--- src/rtl/subset_enumerator.sv ---
// subset_enumerator: streams every subset S of a latched mask ((S & mask) == S)
// in strictly ascending order over a valid/ready interface, then pulses done.
// The successor of a subset S is ((S - mask) & mask): the subtraction borrows
// through the bits outside the mask, so this behaves like a counter whose
// carries only ripple through mask bits.
module subset_enumerator #(
    parameter int WIDTH = 32
) (
    input  logic             clk,
    input  logic             rst,
    input  logic             start,
    input  logic [WIDTH-1:0] mask,
    output logic             busy,
    output logic             out_valid,
    input  logic             out_ready,
    output logic [WIDTH-1:0] out_subset,
    output logic             out_last,
    output logic             done,
    output logic [WIDTH:0]   count
);

    localparam logic [1:0] S_IDLE = 2'd0;
    localparam logic [1:0] S_EMIT = 2'd1;
    localparam logic [1:0] S_DONE = 2'd2;

    logic [1:0]       state;
    logic [WIDTH-1:0] mask_q;
    logic [WIDTH-1:0] cur;
    logic [WIDTH:0]   count_q;

    logic             accept;
    logic             is_last;
    logic [WIDTH-1:0] next_cur;

    // Beat handshake and successor subset; the subtraction wraps modulo 2^WIDTH.
    always_comb begin
        accept   = (state == S_EMIT) && out_ready;
        is_last  = (cur == mask_q);
        next_cur = (cur - mask_q) & mask_q;
    end

    // Control FSM plus the subset cursor and the beat counter.
    // count is one bit wider than the mask so an all-ones mask (2^WIDTH beats)
    // still ends with the exact total instead of wrapping to zero.
    always_ff @(posedge clk) begin
        if (rst) begin
            state   <= S_IDLE;
            mask_q  <= '0;
            cur     <= '0;
            count_q <= '0;
        end else begin
            case (state)
                S_IDLE: begin
                    if (start) begin
                        mask_q  <= mask;
                        cur     <= '0;
                        count_q <= '0;
                        state   <= S_EMIT;
                    end
                end
                S_EMIT: begin
                    if (accept) begin
                        count_q <= count_q + {{WIDTH{1'b0}}, 1'b1};
                        if (is_last) begin
                            state <= S_DONE;
                        end else begin
                            cur <= next_cur;
                        end
                    end
                end
                S_DONE: begin
                    state <= S_IDLE;
                end
                default: begin
                    state <= S_IDLE;
                end
            endcase
        end
    end

    // Outputs decode straight from registered state, so a stalled beat holds
    // stable until it is accepted.
    always_comb begin
        busy       = (state == S_EMIT);
        out_valid  = (state == S_EMIT);
        out_subset = cur;
        out_last   = (state == S_EMIT) && is_last;
        done       = (state == S_DONE);
        count      = count_q;
    end

endmodule

--- config.mk ---
export PLATFORM = sky130hd
export DESIGN_NAME = subset_enumerator
export DESIGN_NICKNAME = d
export VERILOG_FILES = /design/src/rtl/subset_enumerator.sv
export SDC_FILE = /design/constraint.sdc
export NUM_CORES = 1
export LEC_CHECK = 0
export ABC_AREA = 1
export ABC_CLOCK_PERIOD_IN_PS = 2000
export CAP_MARGIN = 20
export CORE_MARGIN = 1.5
export CORE_UTILIZATION = 49
export DETAILED_ROUTE_END_ITERATION = 8
export GPL_ROUTABILITY_DRIVEN = 0
export PLACE_DENSITY = 0.86
export SYNTH_ARGS = -nofsm -noshare
export SYNTH_HDL_FRONTEND = slang
export SYNTH_SLANG_ARGS = --single-unit
--- constraint.sdc ---
create_clock -name clk -period 2 [get_ports clk]
set_clock_uncertainty 0.1 [all_clocks]
set_input_delay 0.2 -clock clk [delete_from_list [all_inputs] [get_ports clk]]
set_output_delay 0.2 -clock clk [all_outputs]
set_load 0.1 [all_outputs]
* Yosys cells after proc, flatten, opt, wreduce, memory -nomap -nowiden
Cells that the tools add are included.
** Cells by class
- Add/sub/neg operators :: 2
- Equality and inequality tests :: 7
- Muxes and demuxes :: 11
- Bitwise gates (word level) :: 1
- Reductions and logical operators :: 8
** Operator list (number)
- 32-bit two-way mux :: 3
- 33-bit two-way mux :: 2
- 33-bit case mux with 2 select lines :: 1
- 32-bit case mux with 2 select lines :: 1
- 33-bit by 1-bit adder with 33-bit output, second input constant :: 1
- 32-bit bitwise AND :: 1
- 32-bit == test :: 1
- 32-bit subtractor :: 1
- 2-bit two-way mux :: 3
- 3-bit AND reduction :: 2
- 2-bit by 1-bit inequality test with 1-bit output, second input constant :: 2
- 2-bit inequality test, second input constant :: 2
- 2-bit case mux with 2 select lines :: 1
- 4-bit AND reduction :: 1
- 2-bit by 1-bit == test with 1-bit output, second input constant :: 1
- 2-bit == test, second input constant :: 1
- 1-bit logical AND :: 2
- 2-bit logical NOT :: 1
- 2-bit AND reduction :: 1
- 2-bit nonzero test :: 1
** Storage, ports and cells
- Register bits :: 99
- Input port bits :: 36
- Logic and storage cells :: 33

* Longest topological paths before layout
Gate-level depths: netlist of the first run.
- Word-level depth :: 5
- Mapped depth :: 15

* Worst setup path before layout of the first run
OpenSTA, ideal clock, no wires.
- Path type :: flip-flop to output port
- Start point :: register cur[13], in the netlist out_subset[13]
- End point :: output port out_last
- Data arrival time :: 3143 ps
- Data required time :: 1700 ps
- Setup slack :: -1443 ps
- Cell stages (with the launch flop) :: 8
- Path buffers :: 0
- Cells stage by stage :: dfxtp_1 ha_1 nand2_2 nor2_2 nand2_1 nor2_1 nand3_2 nor2_1
** On the way
- Word-level cells in the longest chain between the ends :: 2
** RTL lines
- start: declaration :: RTL line 28 : logic [WIDTH-1:0] cur;
- start signal: assignment :: RTL line 67 : cur <= next_cur;
- 32-bit == test :: RTL line 38 : is_last = (cur == mask_q);
- 1-bit logical AND :: RTL line 87 : out_last = (state == S_EMIT) && is_last;
- end: declaration :: RTL line 17 : output logic out_last,
No other way between the ends.

* Final worst setup path of the first run
- Start point :: register mask_q[4]
- End point :: register cur[2], in the netlist out_subset[2]
** On the way
- Word-level cells in the longest chain between the ends :: 3
** RTL lines
- start: declaration :: RTL line 27 : logic [WIDTH-1:0] mask_q;
- start signal: assignment :: RTL line 55 : mask_q <= mask;
- 32-bit == test :: RTL line 38
- 2-bit inequality test (no source line)
- 4-bit AND reduction (no source line)
No other way between the ends.
A chain may end at the register's enable or synchronous reset.

==> results.txt, run 1 <==
* Max Fanout on Critical Path: 7
- The first global-routing pass estimated 32.82 mm of wire.
- For this configuration, the core starts out at a cell density of 0.5086.
- Hold repair after CTS inserted 0 buffers.
* CORE AREA: around 0.013 mm²
- Slack of the critical path: -0.3638 ns
- Buffers placed on the I/O ports in this run total 104.
* Maximum frequency from static timing analysis: ~0.42 GHz
- Antenna violation net count after detailed routing: 0
* Detailed-route wire length: about 22 mm
- Met1 usage: 0.3310
- Met2 layer usage reported by global route: 0.4804
- Entering global routing, the biggest net connects 69 pins.
- Total number of vias: about 7700
- Worst hold path type: in -> reg
* N_diodes: 0
* Clock root buffer master: sky130_fd_sc_hd__clkbuf_16
- The worst-case IR drop observed on VDD is around 0.00062 V.
- The number of nets handed over by synthesis was between 1000 and 1500.
- Of the cells placed in the final design, the portion with a size suffix greater than 1 is 0.3511.
* Final worst path period share: 1.182
- Netlist area before placement: roughly 0.0065 mm²
- Commonest non-fill, non-tap cell in the layout: sky130_fd_sc_hd__nand2_1
- In this run, synthesis produced a sequential element count of 99.
* Post-route cell area: just under 0.01 mm²
- Top library cells by usage in the layout, fill and taps aside: sky130_fd_sc_hd__nand2_1, sky130_fd_sc_hd__inv_1, sky130_fd_sc_hd__buf_4
* Final Hold Vio Count: 0
- Clock tree synthesis found a total of between 90 and 100 sinks.
- Sequential element share of the synthesized area: 0.3039
* Maximum clock insertion buffer count: 2
- Type of element capturing the critical path: flop
* Full die area: around 0.014 mm²
* Grt peak-use layer: met2
- The first detailed-routing pass took 8 iterations.
* Dpl hpwl: around 14 mm
- Subtracting the final worst setup slack from the clock period gives about 2.4 ns.
- Data arrives at the worst endpoint at 2.50 ns.
- Worst Setup Start Kind: flop
* Die Height: 118.4 µm
- Yosys Warn Count: 0
* Area post-placement: ~0.0085 mm²
- Startpoint-to-endpoint class of the critical path: reg -> reg
- Each instance of the synthesized netlist takes up on average just over 6 µm².
- In the routed layout, each cell is associated on average with a via count of 5.419.
* CTS clk-pin slew, worst paths: about 0.080 ns
- The total overflow left after global routing is 0.
* Worst-skew pair later-pin latency: 0.37 ns
- Failing checks: setup timing
- After the last flow step, the layout net total stands at roughly 1300.
* Number of antenna violations at the first check in global routing: 0
* I/O pin count: between 100 and 150
* Slew at the pin closest to its max-slew limit: about 0.7 ns
* Headroom to the max-slew limit: 0.5386
* Number of buffers created by CTS: 9
- Clock tree from TritonCTS: done
* Number of violations of the max-capacitance limit: 0
- Setup repair after global routing could not meet its margin everywhere.
- Clock H-tree levels: 3
- Summed over all cells, the static leakage comes to around 0.0046 µW.
* Gate count after technology mapping: about 1100
- Along the worst hold path, the cell count comes to 4.
- The filler cells instantiated in the layout total 850.
- Power spread over the standard cell area amounts to 597.1 mW/mm².
- Data on the critical path is required at its endpoint by between 2 and 2.5 ns.
* Via count of the first global-routing pass: 7204
* Worst reg-to-reg path cell count: 13
- Width of the die: about 120 µm
* Post-synthesis async set-or-reset flop share: 0
- Timing analysis after detailed placement gives a worst setup slack of -0.09344 ns.
* Cell row count: a little over 40
- Remaining design rule violation count: 0
* Max-slew violation count: 0
* WL per Instance: approximately 15 µm
- For met3 alone, demand over resource in global routing was 0.07239.
- Result of the run: finished with violations
- Prevailing post-synth register cell: sky130_fd_sc_hd__dfxtp_1
- The first routing iteration left approximately 740 violations.
- The synthesized design contains 0 enable-type register cells.
- Counting distinct cell types in the post-synthesis netlist gives 44.
- Relative to the synthesized area, the layout overhead comes to 50.20%.
- Global-route usage over all layers: 0.2846
* Final setup violation count: 34
[where the power goes]
part / switching, µW / total (µW) / internal, µW
sequential: 51.8 / 2060 / 2010
clock: 890 / 1780 / 892
combinational: 1200 / 2010 / 813
[state kept, by name, summed over array words and instances (netlist names)]
signal / count
mask_q: 32
state: 2
out_subset: 32
count: 33
[cells in the mapped netlist, types with 4 or more instances]
library cell / instances / area share
sky130_fd_sc_hd__nand4_1: 7 / 0.0067
sky130_fd_sc_hd__inv_1: 189 / 0.11
sky130_fd_sc_hd__a21oi_1: 70 / 0.054
sky130_fd_sc_hd__nand3_1: 50 / 0.038
sky130_fd_sc_hd__nand2_1: 317 / 0.18
sky130_fd_sc_hd__clkbuf_1: 10 / 0.0058
sky130_fd_sc_hd__buf_4: 4 / 0.0046
sky130_fd_sc_hd__a211oi_1: 33 / 0.038
sky130_fd_sc_hd__nand3_2: 4 / 0.0061
sky130_fd_sc_hd__nor4_1: 5 / 0.0048
sky130_fd_sc_hd__nor2_2: 7 / 0.0067
sky130_fd_sc_hd__nand3b_1: 8 / 0.0092
sky130_fd_sc_hd__dfxtp_1: 99 / 0.30
sky130_fd_sc_hd__nor2_1: 126 / 0.073
sky130_fd_sc_hd__nor3_1: 21 / 0.016
sky130_fd_sc_hd__nand2_2: 5 / 0.0048
sky130_fd_sc_hd__xor2_1: 12 / 0.016
sky130_fd_sc_hd__inv_2: 4 / 0.0023
sky130_fd_sc_hd__ha_1: 32 / 0.061
sky130_fd_sc_hd__buf_1: 5 / 0.0029
sky130_fd_sc_hd__o21ai_0: 13 / 0.010
[final cells by class]
type	instances	area, µm²	area share
clock buffers	9	225.2	0.02299
clock inverters	7	77.57	0.007918
inverters	196	740.7	0.07561
multi-input cells	737	4527	0.4621
flip-flops and latches	99	2165	0.2209
well taps	172	215.2	0.02197
repair buffers	207	1839	0.1877
repair inverters	1	7.507	0.0007663
[worst paths after layout]
path / from / to / slack (ns)
setup / recovery: mask_q[4] / out_subset[2] / -0.36
setup reg to reg: mask_q[4] / out_subset[2] / -0.36
hold reg to reg: count[0] / count[0] / 0.37
hold / removal: rst / count[11] / 0.23
[per-stage QoR]
stage / std cells / hold WS [ns] / power (µW) / TNS [ns] / utilization
finish: 1428 / 0.2306 / 5850 / -8.968 / 0.7639
global route: 1428 / 0.2493 / 6081 / -10.24 / 0.7639
CTS: 1410 / 0.2098 / 5619 / -3.429 / 0.7326
detailed placement: 1364 / 0.3558 / 3622 / -2.564 / 0.6666
global placement: 1364 / 0.3495 / 3593 / -0.05401 / 0.6666
floorplan: 1056 / 0.2428 / 3139 / -0.1428 / -
[cell families (layout without fill, tap and decap cells)]
logic type	count (synthesis)	in the layout	synth area share
compound gates	133	133	0.1232
xor+xnor	14	14	0.01880
fa+ha+maj	33	33	0.06445
buf+inv	220	420	0.1320
flops	99	99	0.3039
simple gates	557	557	0.3578
[layer usage]
metal  part of all wire  vias up  routed length [µm]
li1                   -     3716                   -
met1               0.39     3489                8579
met2               0.48      403               10570
met3              0.079      130                1739
met4              0.056        0                1228
met5                  0        -                   0
[timing repair]
item,CTS,global route
pin swaps,34,58
setup endpoints to repair,34,36
gates resized for setup,65,92
endpoints found under the hold margin,0,0
buffers inserted,25,20
gates cloned,5,0
[worst max-delay path: stages, from the launching register on]
cell and delay [ns]:
sky130_fd_sc_hd__dfxtp_2 0.36, sky130_fd_sc_hd__inv_2 0.06, sky130_fd_sc_hd__ha_4 0.26, sky130_fd_sc_hd__nand2_2 0.06, sky130_fd_sc_hd__nor2_2 0.16, sky130_fd_sc_hd__nand2_1 0.10, sky130_fd_sc_hd__nor2_2 0.11, sky130_fd_sc_hd__nand3_2 0.10
sky130_fd_sc_hd__buf_4 0.15, sky130_fd_sc_hd__buf_6 0.12, sky130_fd_sc_hd__nand3_4 0.11, sky130_fd_sc_hd__clkinvlp_4 0.26, sky130_fd_sc_hd__o211ai_1 0.19, sky130_fd_sc_hd__a21oi_2 0.09
Power figures use the tool's default switching activity.
==> run 2, diff against run 1 <==
--- a/config.mk
+++ b/config.mk
@@ -5,11 +5,10 @@
 export SDC_FILE = /design/constraint.sdc
 export NUM_CORES = 1
 export LEC_CHECK = 0
-export ABC_AREA = 1
 export ABC_CLOCK_PERIOD_IN_PS = 2000
 export CAP_MARGIN = 20
 export CORE_MARGIN = 1.5
-export CORE_UTILIZATION = 49
+export CORE_UTILIZATION = 48
 export DETAILED_ROUTE_END_ITERATION = 8
 export GPL_ROUTABILITY_DRIVEN = 0
 export PLACE_DENSITY = 0.86
==> results.txt, run 2 <==
- Maximum clock insertion buffer count: 2
- Flip-flop count of the largest register, all copies and words added: 33
* Highest-delay cell along the critical path: sky130_fd_sc_hd__a21oi_1
* Yosys Warn Count: 0
- Post-placement setup slack: -0.7192 ns
* Number of sinks on the clock net: 99
- Setup violations remaining at the end of the flow were counted as slightly below 60.
* Number of distinct library cell variants in the gate-level netlist after synthesis: 54
- Sequential element share of the synthesized area: 0.3540
- In the final timing run, aggregate negative setup slack is -35.84 ns.
* Cell Count, Final, Fillers Out: around 1100
- The number of antenna violations at the first check in global routing came to 1.
- Number of violations of the max-capacitance limit: 0
- The tree is rooted in a sky130_fd_sc_hd__clkbuf_16.
* Slew at the pin closest to its max-slew limit: around 0.71 ns
- Top library cells by usage in the layout, fill and taps aside: sky130_fd_sc_hd__buf_4, sky130_fd_sc_hd__nand2_1, sky130_fd_sc_hd__a21oi_1
- Xor/xnor share of the synthesized area: 0.08449
- Area post-placement: just over 0.008 mm²
- The post-synthesis compound-gate area fraction is 0.1886.
* Worst-skew pair later-pin latency: around 0.38 ns
- In this run the most critical hold path is launched from rst.
* Critical path's most frequent cell: sky130_fd_sc_hd__o21ai_0
- Post-route cell area: 0.009275 mm²
- In this run the worst setup path begins at mask_q[18].
- CP Data Required Time: roughly 2.2 ns
* Final worst path period share: 1.550
- Maximum frequency from static timing analysis: roughly 0.32 GHz
- WL per Instance: between 20 and 25 µm
- Dpl cells: about 1100
- Initial Utilization: 0.4902
- Slack of the critical path: -1.100 ns
* Basic-gate share of the synthesized area counting and, or, nand and nor cells: 0.2327
* Net count reported at finish: about 1100
* Netlist area before placement: between 0.005 and 0.006 mm²
- Multiplexer fraction of the synthesized cell area: 0.001788
* Startpoint-to-endpoint class of the critical path: reg -> reg
* Hold-fix buffers, CTS: 0
* Fraction of the mapped netlist area in adder cells: 0.07510
* Sequential cell area: around 0.0022 mm²
* CORE AREA: about 0.011 mm²
- The path class of the tightest hold or removal check is in -> reg.
* Buffers on Ports: between 100 and 150
- Flip-flop and latch count after synthesis: 99
- Final-layout fill cell count: ~610
- CTS clk-pin slew, worst paths: around 0.080 ns
- Measured along the y axis, the die boundary spans ~110 µm.
- Of the post-synthesis cell area, the dominant cell type holds 0.3540.
- The number of nets handed over by synthesis was slightly below 800.
* Commonest non-fill, non-tap cell in the layout: sky130_fd_sc_hd__buf_4
- Library cell with the largest summed area after synthesis: sky130_fd_sc_hd__dfxtp_1
- Antenna violation net count after detailed routing: 0
* Dpl hpwl: 12.97 mm
- By area, the combinational part of the netlist is dominated by simple AND/OR/NAND/NOR gates.
- The commonest cells after synthesis are sky130_fd_sc_hd__nand2_1, sky130_fd_sc_hd__dfxtp_1, sky130_fd_sc_hd__a21oi_1, sky130_fd_sc_hd__nor2_1, sky130_fd_sc_hd__inv_1.
- Main area contributors after synthesis: sky130_fd_sc_hd__dfxtp_1, sky130_fd_sc_hd__nand2_1, sky130_fd_sc_hd__a21oi_1
- Top-count cell post-synth: sky130_fd_sc_hd__nand2_1
- Setup repair after global routing missed its margin: true
* Number of iterations in the first detailed-routing pass: 9
- In the global route stage, overall resource usage came out at 0.3516.
- Subtracting the final worst setup slack from the clock period gives slightly above 3 ns.
- The floorplan step defined a die boundary enclosing roughly 0.012 mm².
* Count of flip-flops with a built-in enable after synthesis: 0
- Total area of multi-input combinational cells: around 0.004 mm²
- Top Family by Delay on Critical Path: compound AO/OA/AOI/OAI gates
- Data arrives at the worst endpoint at 3.27 ns.
* Gate count after technology mapping: between 700 and 800
- Worst Hold Slack: approximately 0.083 ns
- Flop2flop setup slack: -1.10 ns
- The H-tree was split into 3 levels.
- The detailed router finished its first iteration with approximately 850 violations.
* Largest incremental delay on the critical path: around 0.46 ns
* Number of buffers created by CTS: 9
- The run finished, with violations left.
- First-pass GRT wire length: roughly 35 mm
- Width of the die: 111.0 µm
- In this run the worst path has a maximum fanout of 6.
- The final route contains 7129 vias.
- In the final layout, the share of cells above drive strength 1 is 0.4716.
* Worst Setup Start Kind: flop
* Post-synthesis async set-or-reset flop share: 0
- The final number of max-transition violations was 0.
* Area added between synthesis and finish: 65.69%
- Startpoint of the worst register-to-register path: mask_q[18]
- I/O pin count: 105
- In the routed layout, each cell is associated on average with a via count of ~6.3.
* Headroom to the max-slew limit: 0.5279
- Counting both buffers and inverters, the worst setup path holds a total of 2.
- Via count of the first global-routing pass: about 7000
* Cell row count: 39
* Remaining design rule violation count: 2
- After detailed routing, the total wire length is between 20 and 25 mm.
- Mean area per synthesized cell: 7.907 µm²
* Leakage power of the design: 0.004074 µW
- Entering global routing, the biggest net connects 50 pins.
- The final reports fail on DRC, setup timing.
* Cells traversed along the worst timing path: inv_1, ha_1, buf_4, a21oi_1, o21ai_0, a21oi_1, o21ai_0, a21o_1, a31oi_2, o21ai_0, a221o_1
* Type of element capturing the critical path: flop
* Worst IR Drop VDD: between 0.0006 and 0.0007 V
- Global routing finished with a remaining overflow of 0.
- Clock tree from TritonCTS: done
- PwrDens: ~590 mW/mm²
- Final Hold Vio Count: 0
- The most used flip-flop cell after synthesis is sky130_fd_sc_hd__dfxtp_1.
[run 2: metal layers]
layer / track usage / share of wire / vias up
met5: 0 / 0 / -
met1: 0.3900 / 0.34 / 3260
met2: 0.5959 / 0.47 / 602
li1: - / - / 3018
met4: 0.1932 / 0.084 / 0
met3: 0.1137 / 0.11 / 249
[run 2: layout make-up]
cell class | count | area share
sequential | 99 | 0.2338
clock buffer | 11 | 0.02509
timing repair buffer | 305 | 0.2765
inverter | 42 | 0.01700
tap | 143 | 0.01929
multi-input combinational | 524 | 0.4240
antenna | 1 | 0.0002698
clock inverter | 5 | 0.004047
[run 2: final timing paths]
kind,to,cells past startpoint
worst min-delay path,out_subset[8],2
worst min register to register,out_subset[24],2
worst max register to register,out_subset[29],11
worst max-delay path,out_subset[29],11
[run 2: logic make-up (layout without fill, tap and decap cells)]
logic type / Yosys count / in the layout
AO/OA/AOI/OAI: 168 / 168
multiplexers: 1 / 1
AND/OR/NAND/NOR: 267 / 268
flip-flops: 99 / 99
buffers and inverters: 86 / 363
adder cells (fa/ha/maj): 33 / 33
other: 0 / 1
XOR/XNOR: 54 / 54
[run 2: metrics by stage]
step                      utilization  total power, µW
final                          0.8123             5492
after global placement         0.7087             3372
after detailed placement       0.7087             3417
after floorplan                     -             2861
after CTS                      0.7749             5234
after global routing           0.8123             5644
[run 2: timing repair]
item                                    CTS  global route
pin swaps                                41            52
endpoints found under the setup margin   52            60
resized for setup                        58            91
buffers inserted                         21            16
cloned                                    4             1
[run 2: power by group]
part | total [µW] | switching [µW] | internal (µW)
sequential | 2020 | 40.8 | 1980
combinational | 1770 | 993 | 780
clock | 1700 | 846 | 853
==> run 3, diff against run 2 <==
--- a/config.mk
+++ b/config.mk
@@ -9,8 +9,10 @@
 export CAP_MARGIN = 20
 export CORE_MARGIN = 1.5
 export CORE_UTILIZATION = 48
+export CTS_CLUSTER_SIZE = 28
 export DETAILED_ROUTE_END_ITERATION = 8
 export GPL_ROUTABILITY_DRIVEN = 0
+export HOLD_SLACK_MARGIN = 0.1
 export PLACE_DENSITY = 0.86
 export SYNTH_ARGS = -nofsm -noshare
 export SYNTH_HDL_FRONTEND = slang
==> results.txt, run 3 (synthesized netlist as in run 2, its figures left out) <==
* Clock tree from TritonCTS: done
* Number of sinks on the clock net: slightly below 100
* Initial detailed-routing violation count: about 810
* Worst hold path type: in -> reg
- Remaining design rule violation count: 0
* Failing checks: setup timing
- The run finished, with violations left.
- The number of global-route vias before repair came to ~6900.
* Max-slew violation count: 0
- Net switching fraction of the power: 0.3389
* Leakage power of the design: approximately 0.0041 µW
- PwrDens: approximately 590 mW/mm²
- Total number of vias: 7061
* Final setup violation count: about 60
- The critical path goes through inv_2, ha_4, nand4_1, or3_1, or4_4, buf_6, nor2_4, buf_12.
* Arrival @ worst endpoint: roughly 2.8 ns
* Final worst path period share: 1.524
* Maximum frequency from static timing analysis: around 0.33 GHz
- Number of buffers created by CTS: 9
* Maximum number of pins on one net before global-route repair: 50
* Total design power: 5468 µW
* WL per Instance: around 21 µm
- Subtracting the final worst setup slack from the clock period gives 3.048 ns.
- Overflow left after global routing: 0
- After legalization and detailed placement, the total HPWL measured roughly 13 mm.
* Full die area: about 0.012 mm²
* Final Hold Vio Count: 0
* Dpl cells: around 1100
- The slowest stage of the critical path is the sky130_fd_sc_hd__or4_4 cell.
- CORE AREA: between 0.01 and 0.015 mm²
* Clock H-tree levels: 3
* Startpoint-to-endpoint class of the critical path: reg -> out
* Maximum clock insertion buffer count: 2
- Of the total power, registers draw 0.370.
- CP Data Required Time: roughly 1.7 ns
- Die Height: 111.0 µm
- Cell row count: 39
- For this design the total switching power over the nets is between 1500 and 2000 µW.
* Worst Setup Start Kind: flop
* Clock root buffer master: sky130_fd_sc_hd__clkbuf_16
- Global-route usage over all layers: 0.3392
* Flip-flop count of the largest register, all copies and words added: 33
- Across all setup checks in the final design, the least slack found is -1.049 ns.
* Initial Utilization: 0.4902
- Fraction of final layout cells with drive strength greater than 1: 0.4798
- about 110 I/O pins were placed.
- Antenna violation net count after detailed routing: 0
- Headroom to the max-slew limit: 0.5674
- Dividing the detail-routed via count by the number of cells gives ~6.2.
* Worst IR Drop VDD: 0.0006353 V
- Setup repair after global routing missed its margin: true
* Cell Count, Final, Fillers Out: ~1100
* Gate power share: 0.322
* Total Neg Setup Slack: -34.57 ns
* CTS clk-pin slew, worst paths: 0.08 ns
- The share of total power dissipated in the clock network is 0.308.
- Number of antenna violations at the first check in global routing: 1
* Top library cells by usage in the layout, fill and taps aside: sky130_fd_sc_hd__buf_4, sky130_fd_sc_hd__nand2_1, sky130_fd_sc_hd__a21oi_1
- Number of iterations in the first detailed-routing pass: 8
- The tool flagged a number of max-cap violations equal to 0.
- Largest incremental delay on the critical path: 0.59 ns
- Type of element capturing the critical path: output pin
* Net count reported at finish: between 1000 and 1500
* Area added between synthesis and finish: 65.62%
- Detailed-route wire length: ~24 mm
- Worst-skew pair later-pin latency: between 0.3 and 0.4 ns
- Width of the die: between 100 and 150 µm
* First-pass GRT wire length: approximately 34 mm
- The library cell used most frequently in the layout, excluding fill and tap cells, is sky130_fd_sc_hd__buf_4.
* Slew at the pin closest to its max-slew limit: about 0.65 ns
- Buffers on Ports: approximately 100
* Max Fanout on Critical Path: 3
- Internal power: about 3600 µW
[run 3: cell types whose count changed in the layout (fill, tap and decap cells not counted), moves of 2 or more]
cell	change
sky130_fd_sc_hd__nand2_2	-2
sky130_fd_sc_hd__inv_1	-4
sky130_fd_sc_hd__nand2_1	+4
sky130_fd_sc_hd__nand2_4	-2
sky130_fd_sc_hd__dfxtp_1	-4
sky130_fd_sc_hd__dfxtp_2	+4
sky130_fd_sc_hd__a211oi_2	+2
sky130_fd_sc_hd__a211oi_1	-2
sky130_fd_sc_hd__inv_2	+4
sky130_fd_sc_hd__buf_4	+3
[run 3: power groups by stage]
stage	clock network, µW	logic, µW	registers, µW
2_1_floorplan	0	743	2120
6_report	1680	1760	2020
4_1_cts	1690	1530	2010
3_5_place_dp	0	1360	2050
5_1_grt	1770	1820	2030
3_3_place_gp	0	1320	2050
[run 3: final timing paths]
path         cells past startpoint  slack (ns)        from        endpoint
min reg2reg                      2        0.38  mask_q[24]  out_subset[24]
max                              8       -1.05   mask_q[6]        out_last
max reg2reg                     12       -0.98   mask_q[6]  out_subset[31]
min                              3        0.28     mask[3]       mask_q[3]
[run 3: cell type report]
cell class / instances / area, µm²
timing repair buffer: 309 / 2592
antenna: 1 / 2.502
clock inverter: 5 / 37.54
inverter: 42 / 157.7
fill: 610 / 2147
multi-input combinational: 524 / 3896
clock buffer: 11 / 232.7
sequential: 99 / 2173
tap: 143 / 178.9
[run 3: worst max-delay path, delay by kind of cell (launching register included)]
family | cells | cell delay [ns]
simple gates | 4 | 1.28
buf+inv | 3 | 0.40
fa+ha+maj | 1 | 0.28
flops | 1 | 0.40
[run 3: what timing repair did]
item / CTS / global route
resized for setup: 58 / 93
buffers inserted: 21 / 19
hold buffers: 1 / 0
pin swaps: 41 / 49
hold endpoints to repair: 2 / 0
gates cloned: 4 / 1
setup endpoints to repair: 52 / 60
[run 3: metrics by stage]
step | util | setup slack [ns] | cell area [µm²] | hold WS [ns]
4_1_cts | 0.7758 | -0.8652 | 8859 | 0.2326
3_5_place_dp | 0.7087 | -0.7192 | 8093 | 0.3620
2_1_floorplan | - | -0.8565 | 5991 | 0.2360
3_3_place_gp | 0.7087 | -0.6603 | 8093 | 0.3515
5_1_grt | 0.8120 | -1.041 | 9271 | 0.2702
6_report | 0.8120 | -1.049 | 9271 | 0.2756
[run 3: per-layer routing]
layer | global-route usage | up-vias | part of all wire
met2 | 0.5741 | 588 | 0.47
met3 | 0.1104 | 232 | 0.099
met5 | 0 | - | 0
li1 | - | 3023 | -
met4 | 0.2017 | 0 | 0.084
met1 | 0.3702 | 3218 | 0.35
